[config.mk]
export PLATFORM = sky130hd
export DESIGN_NAME = dp_feeder
export DESIGN_NICKNAME = d
export VERILOG_FILES = /design/src/rtl/dp_feeder.sv
export SDC_FILE = /design/constraint.sdc
export NUM_CORES = 2
export LEC_CHECK = 0
export CAP_MARGIN = 20
export CELL_PAD_IN_SITES_DETAIL_PLACEMENT = 2
export CELL_PAD_IN_SITES_GLOBAL_PLACEMENT = 2
export CORE_MARGIN = 3
export CORE_UTILIZATION = 41
export CTS_BUF_LIST = sky130_fd_sc_hd__clkbuf_2 sky130_fd_sc_hd__clkbuf_4 sky130_fd_sc_hd__clkbuf_8
export CTS_CLUSTER_SIZE = 10
export DETAILED_ROUTE_END_ITERATION = 12
export PLACE_DENSITY = 0.85
export SLEW_MARGIN = 20
export SYNTH_ARGS = -nofsm -noshare
export SYNTH_HDL_FRONTEND = slang
export SYNTH_SLANG_ARGS = --single-unit
[constraint.sdc]
create_clock -name clk -period 5.67 [get_ports clk]
set_input_delay 0.567 -clock clk [delete_from_list [all_inputs] [get_ports clk]]
set_output_delay 0.567 -clock clk [all_outputs]
set_load 0.01 [all_outputs]
[src/rtl/dp_feeder.sv]
// dp_feeder: reads pixel and weight words from two synchronous RAMs and
// packs them into PARALLEL x BUS_WIDTH slot groups for a dot-product unit.
// Every neuron walks the full pixel vector in groups of G = PARALLEL*BUS_WIDTH.
// Slots past PIXEL_N are padded with zeros and issue no RAM read.
//
// Ports:
//   clk, GlobalReset_n      : clock; asynchronous active-low reset
//   start / busy / done     : run control; done is a single-cycle pulse
//   pix_rd_en/pix_addr      : pixel RAM read port (data returns one cycle later)
//   w_rd_en/w_addr          : weight RAM read port (data returns one cycle later)
//   pix_rdata/w_rdata       : RAM read data
//   Pixels/Weights          : packed slot bus, slot (j,k) at index j*BUS_WIDTH+k
//   bus_valid/bus_ready     : valid/ready handshake for one group
//   bus_last/bus_neuron     : group is the last one of its neuron / neuron index

// One lane of the slot bus: BUS_WIDTH staging slots plus the output register.
module dp_feeder_lane #(
  parameter int LANE        = 0,
  parameter int BUS_WIDTH   = 7,
  parameter int PIXEL_SIZE  = 10,
  parameter int WEIGHT_SIZE = 19,
  parameter int SL_W        = 5
) (
  input  logic                               clk,
  input  logic                               rst_n,
  input  logic                               cap_en,
  input  logic [SL_W-1:0]                    cap_slot,
  input  logic                               cap_pad,
  input  logic [PIXEL_SIZE-1:0]              pix_rdata,
  input  logic [WEIGHT_SIZE-1:0]             w_rdata,
  input  logic                               xfer,
  output logic [BUS_WIDTH*PIXEL_SIZE-1:0]    pix_out,
  output logic [BUS_WIDTH*WEIGHT_SIZE-1:0]   w_out
);
  logic [BUS_WIDTH-1:0][PIXEL_SIZE-1:0]  pix_stg, pix_q;
  logic [BUS_WIDTH-1:0][WEIGHT_SIZE-1:0] w_stg, w_q;

  always_ff @(posedge clk or negedge rst_n) begin
    if (!rst_n) begin
      pix_stg <= '0;
      w_stg   <= '0;
      pix_q   <= '0;
      w_q     <= '0;
    end else begin
      for (int k = 0; k < BUS_WIDTH; k++) begin
        // Global slot index of (LANE, k); padded slots load zero.
        if (cap_en && cap_slot == SL_W'(LANE*BUS_WIDTH + k)) begin
          pix_stg[k] <= cap_pad ? '0 : pix_rdata;
          w_stg[k]   <= cap_pad ? '0 : w_rdata;
        end
      end
      if (xfer) begin
        pix_q <= pix_stg;
        w_q   <= w_stg;
      end
    end
  end

  assign pix_out = pix_q;
  assign w_out   = w_q;
endmodule

module dp_feeder #(
  parameter int NEURONS     = 10,
  parameter int PIXEL_N     = 785,
  parameter int PIXEL_SIZE  = 10,
  parameter int WEIGHT_SIZE = 19,
  parameter int PARALLEL    = 4,
  parameter int BUS_WIDTH   = 7,
  parameter int PA_W        = 10,
  parameter int WA_W        = 13
) (
  input  logic                                    clk,
  input  logic                                    GlobalReset_n,
  input  logic                                    start,
  output logic                                    busy,
  output logic                                    done,
  output logic                                    pix_rd_en,
  output logic [PA_W-1:0]                         pix_addr,
  input  logic [PIXEL_SIZE-1:0]                   pix_rdata,
  output logic                                    w_rd_en,
  output logic [WA_W-1:0]                         w_addr,
  input  logic [WEIGHT_SIZE-1:0]                  w_rdata,
  output logic [BUS_WIDTH*PARALLEL*PIXEL_SIZE-1:0]  Pixels,
  output logic [BUS_WIDTH*PARALLEL*WEIGHT_SIZE-1:0] Weights,
  output logic                                    bus_valid,
  input  logic                                    bus_ready,
  output logic                                    bus_last,
  output logic [3:0]                              bus_neuron
);
  localparam int G    = PARALLEL*BUS_WIDTH;
  localparam int NG   = (PIXEL_N + G - 1) / G;
  localparam int SL_W = $clog2(G + 1);
  localparam int GR_W = $clog2(NG + 1);
  // Index counter must cover both the padded range and the address width.
  localparam int IX_W = ($clog2(NG*G + 1) > PA_W) ? $clog2(NG*G + 1) : PA_W;

  typedef enum logic [1:0] {IDLE, FETCH, WAIT, DONE} state_t;

  // One-deep read pipeline: the slot issued last cycle and whether it was padded.
  typedef struct packed {
    logic            vld;
    logic            pad;
    logic            last;
    logic [SL_W-1:0] slot;
  } cap_t;

  state_t          state, state_nx;
  cap_t            cap;
  logic [SL_W-1:0] slot;
  logic [GR_W-1:0] grp;
  logic [3:0]      neu;
  logic [IX_W-1:0] pix_idx;
  logic [WA_W-1:0] w_base;
  logic            stg_full, xfer, pad, issue;
  logic            grp_end, last_grp, final_grp, final_acc;

  assign pad       = pix_idx >= IX_W'(PIXEL_N);
  assign grp_end   = slot == SL_W'(G - 1);
  assign last_grp  = grp == GR_W'(NG - 1);
  assign final_grp = last_grp && (neu == 4'(NEURONS - 1));
  assign xfer      = stg_full && (!bus_valid || bus_ready);
  // Only the very last group of the run carries last with the top neuron index.
  assign final_acc = bus_valid && bus_ready && bus_last && (bus_neuron == 4'(NEURONS - 1));

  always_comb begin
    state_nx = state;
    issue    = 1'b0;
    busy     = 1'b0;
    done     = 1'b0;
    unique case (state)
      IDLE:  if (start) state_nx = FETCH;
      FETCH: begin
        issue = 1'b1;
        busy  = 1'b1;
        if (grp_end) state_nx = WAIT;
      end
      WAIT: begin
        busy = 1'b1;
        if (xfer && !final_grp) state_nx = FETCH;
        else if (final_acc)     state_nx = DONE;
      end
      DONE: begin
        busy     = 1'b1;
        done     = 1'b1;
        state_nx = IDLE;
      end
      default: state_nx = IDLE;
    endcase
  end

  assign pix_rd_en = issue && !pad;
  assign w_rd_en   = issue && !pad;
  assign pix_addr  = PA_W'(pix_idx);
  assign w_addr    = w_base + WA_W'(pix_idx);

  always_ff @(posedge clk or negedge GlobalReset_n) begin
    if (!GlobalReset_n) begin
      state      <= IDLE;
      cap        <= '0;
      slot       <= '0;
      grp        <= '0;
      neu        <= '0;
      pix_idx    <= '0;
      w_base     <= '0;
      stg_full   <= 1'b0;
      bus_valid  <= 1'b0;
      bus_last   <= 1'b0;
      bus_neuron <= '0;
    end else begin
      state    <= state_nx;
      cap.vld  <= issue;
      cap.pad  <= pad;
      cap.last <= grp_end;
      cap.slot <= slot;

      unique case (state)
        IDLE: begin
          slot    <= '0;
          grp     <= '0;
          neu     <= '0;
          pix_idx <= '0;
          w_base  <= '0;
        end
        FETCH: if (!grp_end) begin
          slot    <= slot + 1'b1;
          pix_idx <= pix_idx + 1'b1;
        end
        WAIT: if (xfer && !final_grp) begin
          slot <= '0;
          if (last_grp) begin
            grp     <= '0;
            neu     <= neu + 4'd1;
            pix_idx <= '0;
            w_base  <= w_base + WA_W'(PIXEL_N);
          end else begin
            grp     <= grp + 1'b1;
            pix_idx <= pix_idx + 1'b1;
          end
        end
        default: ;
      endcase

      // Staging is complete once the final slot's data lands.
      if (cap.vld && cap.last) stg_full <= 1'b1;
      else if (xfer)           stg_full <= 1'b0;

      if (xfer) begin
        bus_valid  <= 1'b1;
        bus_last   <= last_grp;
        bus_neuron <= neu;
      end else if (bus_ready) begin
        bus_valid  <= 1'b0;
      end
    end
  end

  for (genvar j = 0; j < PARALLEL; j++) begin : g_lane
    dp_feeder_lane #(
      .LANE(j), .BUS_WIDTH(BUS_WIDTH), .PIXEL_SIZE(PIXEL_SIZE),
      .WEIGHT_SIZE(WEIGHT_SIZE), .SL_W(SL_W)
    ) u_lane (
      .clk      (clk),
      .rst_n    (GlobalReset_n),
      .cap_en   (cap.vld),
      .cap_slot (cap.slot),
      .cap_pad  (cap.pad),
      .pix_rdata(pix_rdata),
      .w_rdata  (w_rdata),
      .xfer     (xfer),
      .pix_out  (Pixels[j*BUS_WIDTH*PIXEL_SIZE +: BUS_WIDTH*PIXEL_SIZE]),
      .w_out    (Weights[j*BUS_WIDTH*WEIGHT_SIZE +: BUS_WIDTH*WEIGHT_SIZE])
    );
  end
endmodule

# [Word-level counts from Yosys, hierarchy flattened]
# Cells that the tools add are included.
[word_totals] reg_bits=1678 inputBits=33 output_inout_bits=845 wordCells=254
[classes] add_sub_neg=6 order_cmp=1 n_eq_ne=40 muxes=30 reduce_logical=51
[ops] op="$eq A5 B5 Y1 const B" n=14
[ops] op="$eq A5 B4 Y1 const B" n=8
[ops] op="$mux W10" n=4
[ops] op="$logic_and A1 B1 Y1" n=36
[ops] op="$pmux W10 S3" n=1
[ops] op="$mux W13" n=2
[ops] op="$pmux W13 S2" n=1
[ops] op="$eq A5 B3 Y1 const B" n=4
[ops] op="$mux W5" n=4
[ops] op="$mux W19" n=1
[ops] op="$pmux W5 S3" n=1
[ops] op="$add A13 B10 Y13" n=1
[ops] op="$add A13 B10 Y13 const B" n=1
[ops] op="$add A10 B1 Y10 const B" n=1
[ops] op="$add A5 B1 Y5 const B" n=2
[ops] op="$eq A5 B2 Y1 const B" n=2
[ops] op="$ge A10 B10 Y1 const B" n=1
[ops] op="$ne A2 B2 Y1 const B" n=5
[ops] op="$pmux W5 S2" n=1
[ops] op="$reduce_and A3 Y1" n=3
[ops] op="$eq A4 B4 Y1 const B" n=2
[ops] op="$mux W2" n=4
[ops] op="$mux W4" n=2
[ops] op="$pmux W2 S4" n=1
[ops] op="15 further kinds" n=26

# [Longest topological paths before layout]
[logic_depth] word_depth=6 mapped_depth=9 ltp_nobuf=7

# [Cells and area by module]
# Synthesis repeated with hierarchy kept, for this count alone.
[hier_totals] cells_unflattened=3949 hier_area_um2=64949.8
[by_module_without_submodules] module="dp_feeder_lane (g_lane[0].u_lane)" n_inst=1 cells_each=900 area_each_um2=15463.6 seq_area_each_um2=10159.7
[by_module_without_submodules] module="dp_feeder_lane (g_lane[1].u_lane)" n_inst=1 cells_each=900 area_each_um2=15459.8 seq_area_each_um2=10159.7
[by_module_without_submodules] module="dp_feeder_lane (g_lane[2].u_lane)" n_inst=1 cells_each=900 area_each_um2=15439.8 seq_area_each_um2=10159.7
[by_module_without_submodules] module="dp_feeder_lane (g_lane[3].u_lane)" n_inst=1 cells_each=901 area_each_um2=15305.9 seq_area_each_um2=10159.7
[by_module_without_submodules] module="dp_feeder" n_inst=1 cells_each=348 area_each_um2=3280.6 seq_area_each_um2=1351.3

# [Least setup slack after synthesis]
# OpenSTA, ideal clock, no wires.
[synth_timing] path_type="register to output" startpoint="register pix_idx[0], in the netlist pix_addr[0]" endpoint="output port w_addr[12]" arrival_ps=2022 t_required_ps=5103 path_slack_ps=3081 stages_incl_launch_ff=8 n_path_buf=0 cell_sequence="dfrtp_1 > ha_1 > fa_1 > a21oi_1 > nand4b_1 > a21oi_1 > o22ai_1 > o311ai_0"
[synth_via] elab_chain_cells=1
[synth_rtl] element="from (decl)" line="113" text="logic [IX_W-1:0] pix_idx;"
[synth_rtl] element="from (signal assigned)" line="187" text="pix_idx <= pix_idx + 1'b1;"
[synth_rtl] element="from (signal assigned)" line="198" text="pix_idx <= pix_idx + 1'b1;"
[synth_rtl] element="$add A13 B10 Y13" line="155" text="assign w_addr = w_base + WA_W'(pix_idx);"
[synth_rtl] element="to (decl)" line="82" text="output logic [WA_W-1:0] w_addr,"
# No other way between the ends.

# [Worst setup path after layout]
# Ends and elaborated chain as after synthesis.

==> results.yml <==
timing:
  slew_headroom_pct: 26.36
  period_share_pct: 75.53
  rsz0062_at_grt: "false"
  slew_viol_final: 0
  setup_tns_ps: 0
  tightest_slew_ps: 1105
  skew_ps: 133.7
  hold_violations: 0
  setup_violations: 0
  period_needed_ps: 4283
  clock.fmax_mhz: 233.5
synth:
  synth_flop_cell: "dfrtp_1"
  syn_area_per_cell_um2: 12.83
  syn_inst: 4828
  yosys.area.top_type: "dfrtp_1"
  synth_area_mm2: 0.06192
  synth_edf_count: 0
  async_reset_ff_share_pct: 100.0
  synth_warnings: 0
  netlist.area_leader.share_pct: 67.81
  ys_types: 53
  synth.net_count: 4886
  ys_seq_area_share_pct: 67.81
  synth-seq-cells: 1678
  netlist_top_cells_area: "dfrtp_1 68%, mux2_2 15%, o21ai_0 6.8%"
final_layout:
  fillers: 13740
  stdcell_count: 7949
  syn_to_final_growth_pct: 27.75
  fin_nets: 5779
  drive_above_1_share_pct: 24.63
floorplanning:
  fp.dieH_um: 394.6
  row_count: 141
  die_w_um: 394.6
  initial_utilization_pct: 41.59
  coreArea_mm2: 0.1489
  io_pins: 878
  die-area_mm2: 0.1557
critical_path:
  r2r_slack_ps: 2340
  cp_cell_sequence: "ha_1, fa_1, a21oi_1, nand4b_1, a21oi_1, o22ai_1, o311ai_0, clkdlybuf4s50_1"
  cp.arrival_ps: 3720
  worst_path_largest_cell_delay_ps: 610
  r2r_start: "cap[2]$_DFF_PN0_"
  crit_end: "w_addr[12]"
  path_common_cell: "a21oi_1"
  crit_path_start: "pix_addr[0]$_DFFE_PN0P_"
  cp-start-kind: "register"
  worstSetupPathType: "register to output pin"
  worstRegToRegCells: 5
  crit_buf_inv: 1
  rr_endpoint: "g_lane[3].u_lane.pix_stg[26]$_DFFE_PN0P_"
  end_kind: "output pin"
  cp_slowest_cell: "clkdlybuf4s50_1"
  critical_path_cell_count: 8
  critPathTopFamily: "compound AO/OA/AOI/OAI gates"
  crit_required_ps: 5100
  cp_max_fo: 8
routing:
  dr.pass1.iters: 7
  wire_per_inst_um: 35.91
  drtIter0Drc: 3547
  num_vias: 46021
  drc_errors: 0
  via_per_inst: 5.790
  ant_nets: 0
  finalWirelength_mm: 285.4
clock_network:
  cts.sinks: 1678
  root_buffer: "clkbuf_8"
  cts-resized-gates: 0
  cts_tree: "done"
  clk_latency_ps: 1060
  clkTransAtPathRegs_ps: 60
  clock_path_buffers: 4
  numCtsBuffers: 300
  cts.htree.levels: 5
global_routing:
  gr-total-overflow: 0
  track_usage_pct: 36.09
  grt_pass1_vias: 53399
  grt_antenna_before_repair: 21
  grt_pass1_wl_mm: 408.3
  grt_max_degree: 178
place:
  portBuffers: 877
  place_inst: 7420
  place_congestion: 0.7902
  dp_hpwl_mm: 157.0
power:
  p_per_area_mw_per_mm2: 387.5
  p_leak_nw: 32.94
  ir_worst_vdd_mv: 0.2857
outcome:
  outcome: "finished, final reports clean"
job:
  cap_viol_max_count: 0
min_path:
  hold_class: "input pin to asynchronous set/reset pin"
## stage by stage
step	total power (W)	instance area (um^2)	hold slack (ps)	util, %	setup slack (ps)
2_1_floorplan	0.01557	61920	271.4	-	3081
3_3_place_gp	0.01727	72620	450.9	48.77	2349
4_1_cts	0.03073	78970	188.0	53.03	1280
5_1_grt	0.03175	79060	224.6	53.10	1098
6_report	0.03066	79110	208.7	53.13	1387
3_5_place_dp	0.01783	72670	460.1	48.81	2274
## final cells by class
cell class	count	area, um^2	area share (%)
Antenna cell	27	67.56	0.08541
Timing Repair Buffer	952	9562	12.09
Tap cell	2002	2505	3.167
Inverter	18	67.56	0.08541
Sequential cell	1678	41990	53.08
Multi-Input combinational cell	2771	18630	23.55
Clock buffer	468	5953	7.526
Clock inverter	33	330.3	0.4176
## cells by family (layout without fill, tap and decap cells)
family / after synthesis / count (layout) / share of synthesized area (%)
simple gates: 1014 / 1014 / 6.624
flops: 1678 / 1678 / 67.81
other cells: 0 / 27 / 0
compound gates: 896 / 896 / 7.410
mux: 817 / 817 / 14.85
xor+xnor: 19 / 19 / 0.2687
fa+ha+maj: 25 / 25 / 0.5173
buf+inv: 379 / 1471 / 2.514
## flip-flops by register name (all words and copies together) (netlist names)
signal,count
w_base,13
state,2
bus_valid,1
g_lane.u_lane.pix_stg,280
g_lane.u_lane.w_out,532
slot,5
stg_full,1
pix_addr,10
neu,4
grp,5
g_lane.u_lane.w_stg,532
g_lane.u_lane.pix_out,280
cap,8
bus_neuron,4
bus_last,1
## cells in the mapped netlist, types with 2 or more instances
| master | number |
|---|---|
| xnor2_1 | 15 |
| nand4b_1 | 2 |
| o21a_1 | 5 |
| o41ai_1 | 4 |
| nor4_1 | 3 |
| clkbuf_1 | 232 |
| o21ai_0 | 842 |
| nand3b_1 | 3 |
| or4_1 | 3 |
| a21o_1 | 4 |
| o31ai_1 | 2 |
| nor3_1 | 10 |
| and4_1 | 2 |
| buf_2 | 98 |
| nor2b_1 | 9 |
| nand2_1 | 860 |
| ha_1 | 24 |
| nor3b_1 | 2 |
| nand2b_1 | 34 |
| or4b_1 | 2 |
| dfrtp_1 | 1678 |
| mux2i_1 | 2 |
| nand3_1 | 35 |
| nor2_1 | 32 |
| a211oi_1 | 2 |
| xor2_1 | 4 |
| inv_1 | 18 |
| or3_1 | 6 |
| o211ai_1 | 4 |
| mux2_2 | 815 |
| nand4_1 | 2 |
| buf_1 | 29 |
| a21oi_1 | 20 |
| and3_1 | 4 |
| nand4_2 | 2 |
| o22ai_1 | 2 |
## worst min path at each step
stage	cells past startpoint	to	slack, ps	start
finish	2	g_lane[3].u_lane.w_stg[49]$_DFFE_PN0P_	210	GlobalReset_n
global route	2	g_lane[3].u_lane.w_stg[49]$_DFFE_PN0P_	220	GlobalReset_n
detailed placement	0	cap[4]$_DFF_PN0_	460	slot[4]$_DFFE_PN0P_
floorplan	0	bus_last$_DFFE_PN0P_	270	GlobalReset_n
global placement	0	cap[4]$_DFF_PN0_	450	slot[4]$_DFFE_PN0P_
CTS	2	g_lane[3].u_lane.w_stg[47]$_DFFE_PN0P_	190	GlobalReset_n
## cells in the final DEF (no fill, tap or decap), types with 16 or more instances in the layout
cell type	instances
ha_1	24
mux2_2	815
clkdlybuf4s50_1	876
nand2b_2	28
a21oi_1	20
nor2_1	32
diode_2	27
buf_12	16
clkbuf_4	78
clkbuf_8	390
clkinv_2	21
dfrtp_1	1677
o21ai_0	842
nand3_1	28
inv_1	18
nand2_1	838
buf_4	58
## per-layer routing
metal / vias to the layer above / routed length (um) / global-route usage [%]
met5: - / 0 / 0
met4: 0 / 22940 / 26.55
met3: 873 / 20600 / 9.264
met2: 2400 / 139800 / 59.44
met1: 24620 / 102000 / 40.58
li1: 18128 / - / -
## power breakdown
group	switching, W	leakage [nW]	internal [W]
clock network	0.00561	3.33	0.00691
logic	0.00241	13.6	0.00134
registers	0.00110	16.0	0.0133
## repair_timing
| item | 4_1_cts | 5_1_grt |
|---|---|---|
| hold buffers | 1 | 0 |
| hold endpoints to repair | 98 | 0 |
| setup buffers | 0 | 0 |
(Power assumes the default switching activity.)
